<file path="src/rtl/main_run_ctrl.sv">
`default_nettype none
// =============================================================================
// main_run_ctrl : preloads main's memories, runs it once, times it, checks result
// Revision 1.0
// =============================================================================
module main_run_ctrl #(
    parameter int ADDR_W         = 10,
    parameter int DATA_W         = 32,
    parameter int SIZE_W         = 6,
    parameter int CNT_W          = 32,
    parameter int TIMEOUT_CYCLES = 200000000
) (
    input  logic                  clock,
    input  logic                  reset,
    input  logic                  run_go,
    input  logic                  skip_load,
    input  logic                  ld_valid,
    output logic                  ld_ready,
    input  logic [ADDR_W-1:0]     ld_addr,
    input  logic [DATA_W-1:0]     ld_data,
    input  logic                  ld_last,
    input  logic [31:0]           exp_return,
    output logic                  start_port,
    input  logic                  done_port,
    input  logic [31:0]           return_port,
    output logic [1:0]            S_oe_ram,
    output logic [1:0]            S_we_ram,
    output logic [2*ADDR_W-1:0]   S_addr_ram,
    output logic [2*DATA_W-1:0]   S_Wdata_ram,
    output logic [2*SIZE_W-1:0]   S_data_ram_size,
    input  logic [1:0]            Sout_DataRdy,
    output logic                  busy,
    output logic                  result_valid,
    input  logic                  result_ack,
    output logic                  result_pass,
    output logic                  result_timeout,
    output logic [31:0]           result_return,
    output logic [CNT_W-1:0]      result_cycles
);

    typedef enum logic [2:0] {
        ST_IDLE  = 3'd0,
        ST_LOAD  = 3'd1,
        ST_WR    = 3'd2,
        ST_START = 3'd3,
        ST_RUN   = 3'd4,
        ST_DONE  = 3'd5,
        ST_TOUT  = 3'd6
    } state_t;

    localparam logic [CNT_W-1:0] CNT_ONE = {{(CNT_W-1){1'b0}}, 1'b1};
    localparam logic [CNT_W-1:0] CNT_MAX = {CNT_W{1'b1}};
    localparam logic [CNT_W-1:0] TMO_LIM = CNT_W'(TIMEOUT_CYCLES);

    state_t              state_q, state_d;
    logic [ADDR_W-1:0]   addr_q, addr_d;
    logic [DATA_W-1:0]   data_q, data_d;
    logic                last_q, last_d;
    logic                we_q, we_d;
    logic                start_q, start_d;
    logic [CNT_W-1:0]    cnt_q, cnt_d;
    logic [31:0]         ret_q, ret_d;
    logic [CNT_W-1:0]    cyc_q, cyc_d;
    logic                pass_q, pass_d;
    logic                tmo_q, tmo_d;

    logic                unused_rdy1;
    assign unused_rdy1 = Sout_DataRdy[1];

    function automatic logic [CNT_W-1:0] sat_inc(input logic [CNT_W-1:0] v);
        return (v == CNT_MAX) ? v : v + CNT_ONE;
    endfunction

    always_comb begin
        state_d = state_q;
        addr_d  = addr_q;
        data_d  = data_q;
        last_d  = last_q;
        cnt_d   = cnt_q;
        ret_d   = ret_q;
        cyc_d   = cyc_q;
        pass_d  = pass_q;
        tmo_d   = tmo_q;

        case (state_q)
            ST_IDLE: begin
                if (run_go) begin
                    state_d = skip_load ? ST_START : ST_LOAD;
                end
            end
            ST_LOAD: begin
                if (ld_valid) begin
                    addr_d  = ld_addr;
                    data_d  = ld_data;
                    last_d  = ld_last;
                    state_d = ST_WR;
                end
            end
            ST_WR: begin
                if (Sout_DataRdy[0]) begin
                    state_d = last_q ? ST_START : ST_LOAD;
                end
            end
            ST_START: begin
                cnt_d = CNT_ONE;
                if (done_port) begin
                    ret_d   = return_port;
                    cyc_d   = CNT_ONE;
                    pass_d  = (return_port == exp_return);
                    tmo_d   = 1'b0;
                    state_d = ST_DONE;
                end else begin
                    state_d = ST_RUN;
                end
            end
            ST_RUN: begin
                cnt_d = sat_inc(cnt_q);
                // done takes priority over a timeout landing on the same cycle
                if (done_port) begin
                    ret_d   = return_port;
                    cyc_d   = sat_inc(cnt_q);
                    pass_d  = (return_port == exp_return);
                    tmo_d   = 1'b0;
                    state_d = ST_DONE;
                end else if (cnt_q >= TMO_LIM) begin
                    cyc_d   = TMO_LIM;
                    pass_d  = 1'b0;
                    tmo_d   = 1'b1;
                    state_d = ST_TOUT;
                end
            end
            ST_DONE, ST_TOUT: begin
                if (result_ack) begin
                    state_d = ST_IDLE;
                end
            end
            default: begin
                state_d = ST_IDLE;
            end
        endcase

        // outputs to main are registered from the upcoming state
        we_d    = (state_d == ST_WR);
        start_d = (state_d == ST_START);
    end

    always_ff @(posedge clock or negedge reset) begin
        if (!reset) begin
            state_q <= ST_IDLE;
            addr_q  <= '0;
            data_q  <= '0;
            last_q  <= 1'b0;
            we_q    <= 1'b0;
            start_q <= 1'b0;
            cnt_q   <= '0;
            ret_q   <= '0;
            cyc_q   <= '0;
            pass_q  <= 1'b0;
            tmo_q   <= 1'b0;
        end else begin
            state_q <= state_d;
            addr_q  <= addr_d;
            data_q  <= data_d;
            last_q  <= last_d;
            we_q    <= we_d;
            start_q <= start_d;
            cnt_q   <= cnt_d;
            ret_q   <= ret_d;
            cyc_q   <= cyc_d;
            pass_q  <= pass_d;
            tmo_q   <= tmo_d;
        end
    end

    assign ld_ready        = (state_q == ST_LOAD);
    assign busy            = (state_q != ST_IDLE);
    assign result_valid    = (state_q == ST_DONE) || (state_q == ST_TOUT);
    assign result_pass     = pass_q;
    assign result_timeout  = tmo_q;
    assign result_return   = ret_q;
    assign result_cycles   = cyc_q;

    assign start_port      = start_q;
    assign S_oe_ram        = 2'b00;
    assign S_we_ram        = {1'b0, we_q};
    assign S_addr_ram      = {{ADDR_W{1'b0}}, addr_q};
    assign S_Wdata_ram     = {{DATA_W{1'b0}}, data_q};
    assign S_data_ram_size = {{SIZE_W{1'b0}}, SIZE_W'(32)};

endmodule
`default_nettype wire

</file>
<file path="config.mk">
export PLATFORM = sky130hd
export DESIGN_NAME = main_run_ctrl
export DESIGN_NICKNAME = d
export VERILOG_FILES = /design/src/rtl/main_run_ctrl.sv
export SDC_FILE = /design/constraint.sdc
export NUM_CORES = 1
export LEC_CHECK = 0
export ABC_AREA = 1
export BUFFER_PORTS_ARGS = -buffer_cell sky130_fd_sc_hd__buf_2
export CORE_UTILIZATION = 54
export DETAILED_ROUTE_END_ITERATION = 8
export GPL_TIMING_DRIVEN = 0
export PLACE_DENSITY_LB_ADDON = 0.25
export SLEW_MARGIN = 20
export SYNTH_ARGS = -nofsm -noshare
export SYNTH_HDL_FRONTEND = slang
export SYNTH_SLANG_ARGS = --single-unit
</file>
<file path="constraint.sdc">
create_clock -name clock -period 2.4 [get_ports clock]
set_input_delay 0.24 -clock clock [delete_from_list [all_inputs] [get_ports clock]]
set_output_delay 0.24 -clock clock [all_outputs]
set_load 0.1 [all_outputs]
</file>
==> results.ini <==
[cts]
numCtsBuffers = 17
clock_path_buffers = 2
htreeDepth = 4
postCtsResizedCells = 0
clk_latency_ns = 0.43
post_cts_buffers = 0
clkTransAtPathRegs_ns = 0.06
clock_sinks = 146
cts_tree = built
cts-root-buf = clkbuf_16

[synth]
syn_area_um2 = 7870
ys_ff_latch = 146
ys_seq_area_frac = 0.464
syn_inst = 950
synth_cell_types = 38
synth_area_per_cell_um2 = 8.28
async_reset_ff_frac = 1.00
synthFlopType = dfrtp_1
synth_edf_count = 0
ys_warn_count = 0

[job]
drv_cap = 0

[floorplanning]
coreArea_um2 = 14000
die_w_um = 123
io_pins = 286
dieArea_um2 = 15100
die_y_um = 123
start_util = 0.560
placementRows = 43

[layout]
layout_commonest_cell = nand2_1
layout_common_cells = nand2_1 (296), buf_2 (240), dfrtp_1 (146)
seqCellArea_um2 = 3650
drive_gt1_frac = 0.336
fin_util = 0.718
nFillCells = 1153
multiInputGateArea_um2 = 3480
syn_to_final_growth_pct = 28.2
fin_nets = 1371
final_area_um2 = 10100

[placement]
dpl.hpwl_um = 16500
gp_congestion = 0.972
dpl_cell_area_um2 = 9480
port_buffers = 227

[power]
p_leak_nw = 5.52
ir_drop_mv = 1.54
powerDensity_nw_per_um2 = 1550
power_mw = 15.6

[worst_setup_path]
cp-end-kind = flop
startpoint_type = flop
setup.worst_path.end = cnt_q[12]$_DFFE_PN0P_
crit_path_max_fanout = 6
critPathKind = reg2reg
rr_worst_depth = 9
crit_start = cnt_q[0]$_DFFE_PN0P_
reg2reg_to = cnt_q[12]$_DFFE_PN0P_
arrival_ns = 2.32
r2r_slack_ns = 0.36
required_ns = 2.68
reg2reg_from = cnt_q[0]$_DFFE_PN0P_

[sta]
period_share = 0.849
report.final.slew_viol_count = 0
max_freq_mhz = 491
hold_viol_final = 0
clock_skew_ns = 0.00840
fin_crit_ns = 2.04
maxSlewHeadroom = 0.626
setup_viol_count_final = 0
tightestPinTransition_ns = 0.561
rsz0062_at_grt = false

[routing]
drcViolationCount = 0
wl_per_cell_um = 14.8
firstDrtPassIters = 5
detail-route-antenna-nets = 0
num_vias = 7116
drtIter0Drc = 462
avgViaCountPerCell = 4.92
wl_um = 21400

[grt]
track_usage = 0.293
grt_pass1_wl_um = 33200
overflow = 0
grt_pass1_vias = 6761
antenna_found_initial = 1
grt_max_degree = 90

[min_path]
min_from = return_port[14]
hold_depth = 3
worstHoldPathType = in2reg

[run_status]
status = finished clean

==> layer usage <==
metal,share of wire,up-vias,global-route usage
met5,0,-,0
met4,0.020,0,0.0938
met3,0.067,32,0.0748
met2,0.51,248,0.500
met1,0.40,3345,0.362
li1,-,3491,-
==> kinds of logic (layout without fill, tap and decap cells) <==
group                      Yosys count  in the layout  share of synthesized area
and+or+nand+nor                    479            479                      0.261
muxes                               43             43                     0.0616
other                                2             58                   0.000955
xor gates and xnor gates            32             32                     0.0356
DFF                                146            146                      0.464
buffers and inverters              176            437                      0.120
adders and majority gates            2              2                    0.00318
AOI/OAI and AO/OA                   70             70                     0.0528
==> cell type report <==
| cell class | count | share of cell area |
|---|---|---|
| multi-input combinational | 683 | 0.345 |
| sequential | 146 | 0.362 |
| antenna | 1 | 0.000248 |
| clock buffer | 21 | 0.0466 |
| tap | 180 | 0.0223 |
| inverter | 92 | 0.0345 |
| buffer | 84 | 0.0591 |
| timing repair buffer | 229 | 0.117 |
| clock inverter | 11 | 0.0125 |
==> stage by stage <==
| step | cells | hold slack [ns] | setup TNS [ns] | setup WS [ns] |
|---|---|---|---|---|
| after floorplan | 1005 | -0.0556 | 0 | 0.322 |
| after global placement | 1412 | 0.449 | -156.71 | -1.09 |
| after detailed placement | 1413 | 0.193 | 0 | 0.379 |
| after CTS | 1446 | 0.0198 | 0 | 0.372 |
| after global routing | 1447 | 0.0288 | 0 | 0.224 |
| final | 1447 | 0.0313 | 0 | 0.362 |
==> Yosys cell counts (3+ instances only) <==
cell | n | share of area
mux2_2 | 43 | 0.062
clkbuf_1 | 5 | 0.0024
dfrtp_1 | 146 | 0.46
buf_4 | 60 | 0.057
a21oi_1 | 11 | 0.0070
inv_1 | 88 | 0.042
nand2_4 | 3 | 0.0043
nand3b_1 | 6 | 0.0057
nor2_2 | 6 | 0.0048
buf_6 | 5 | 0.0072
buf_2 | 14 | 0.0089
nand3_1 | 41 | 0.026
nor2_1 | 76 | 0.036
xor2_1 | 19 | 0.021
nand2_2 | 18 | 0.014
nand4_1 | 11 | 0.0087
o21ai_0 | 32 | 0.020
o21ai_1 | 12 | 0.0076
o22ai_2 | 4 | 0.0064
xnor2_1 | 13 | 0.014
nor3_1 | 13 | 0.0083
nand2_1 | 296 | 0.14
nor2_4 | 3 | 0.0043
inv_2 | 3 | 0.0014
o22ai_1 | 4 | 0.0032
==> flip-flops by register name, summed over array words and instances (netlist names) <==
signal	flops
last_q	1
data_q	32
result_return	32
state_q	3
addr_q	10
result_pass	1
cnt_q	32
we_q	1
start_port	1
result_cycles	32
result_timeout	1
==> report_power, final <==
part	total [mW]	switching [mW]	internal, mW
Sequential	3.74	0.457	3.28
Combinational	9.19	7.71	1.48
Clock	2.68	1.06	1.62
Total	15.6	9.23	6.38
==> critical path: stages, from the launching register on <==
cell	delay (ns)
dfrtp_1	0.46
ha_1	0.30
inv_1	0.12
nor2_4	0.17
inv_1	0.09
nor2_1	0.34
xor2_1	0.19
nand2_1	0.08
nand2_1	0.05
o21ai_0	0.08
==> how the worst min path moves through the flow <==
| stage | end | slack (ns) |
|---|---|---|
| detailed placement | result_cycles[3]$_DFFE_PN0P_ | 0.19 |
| CTS | result_return[14]$_DFFE_PN0P_ | 0.02 |
| finish | result_return[14]$_DFFE_PN0P_ | 0.03 |
| global route | data_q[23]$_DFFE_PN0P_ | 0.03 |
| floorplan | addr_q[0]$_DFFE_PN0P_ | -0.06 |
| global placement | result_cycles[11]$_DFFE_PN0P_ | 0.45 |
==> repair_timing <==
action	in CTS	in global routing
hold buffers	1	0
hold endpoints to repair	57	0
endpoints found under the setup margin	0	0
No activity file was read; power rests on OpenSTA's default activity.
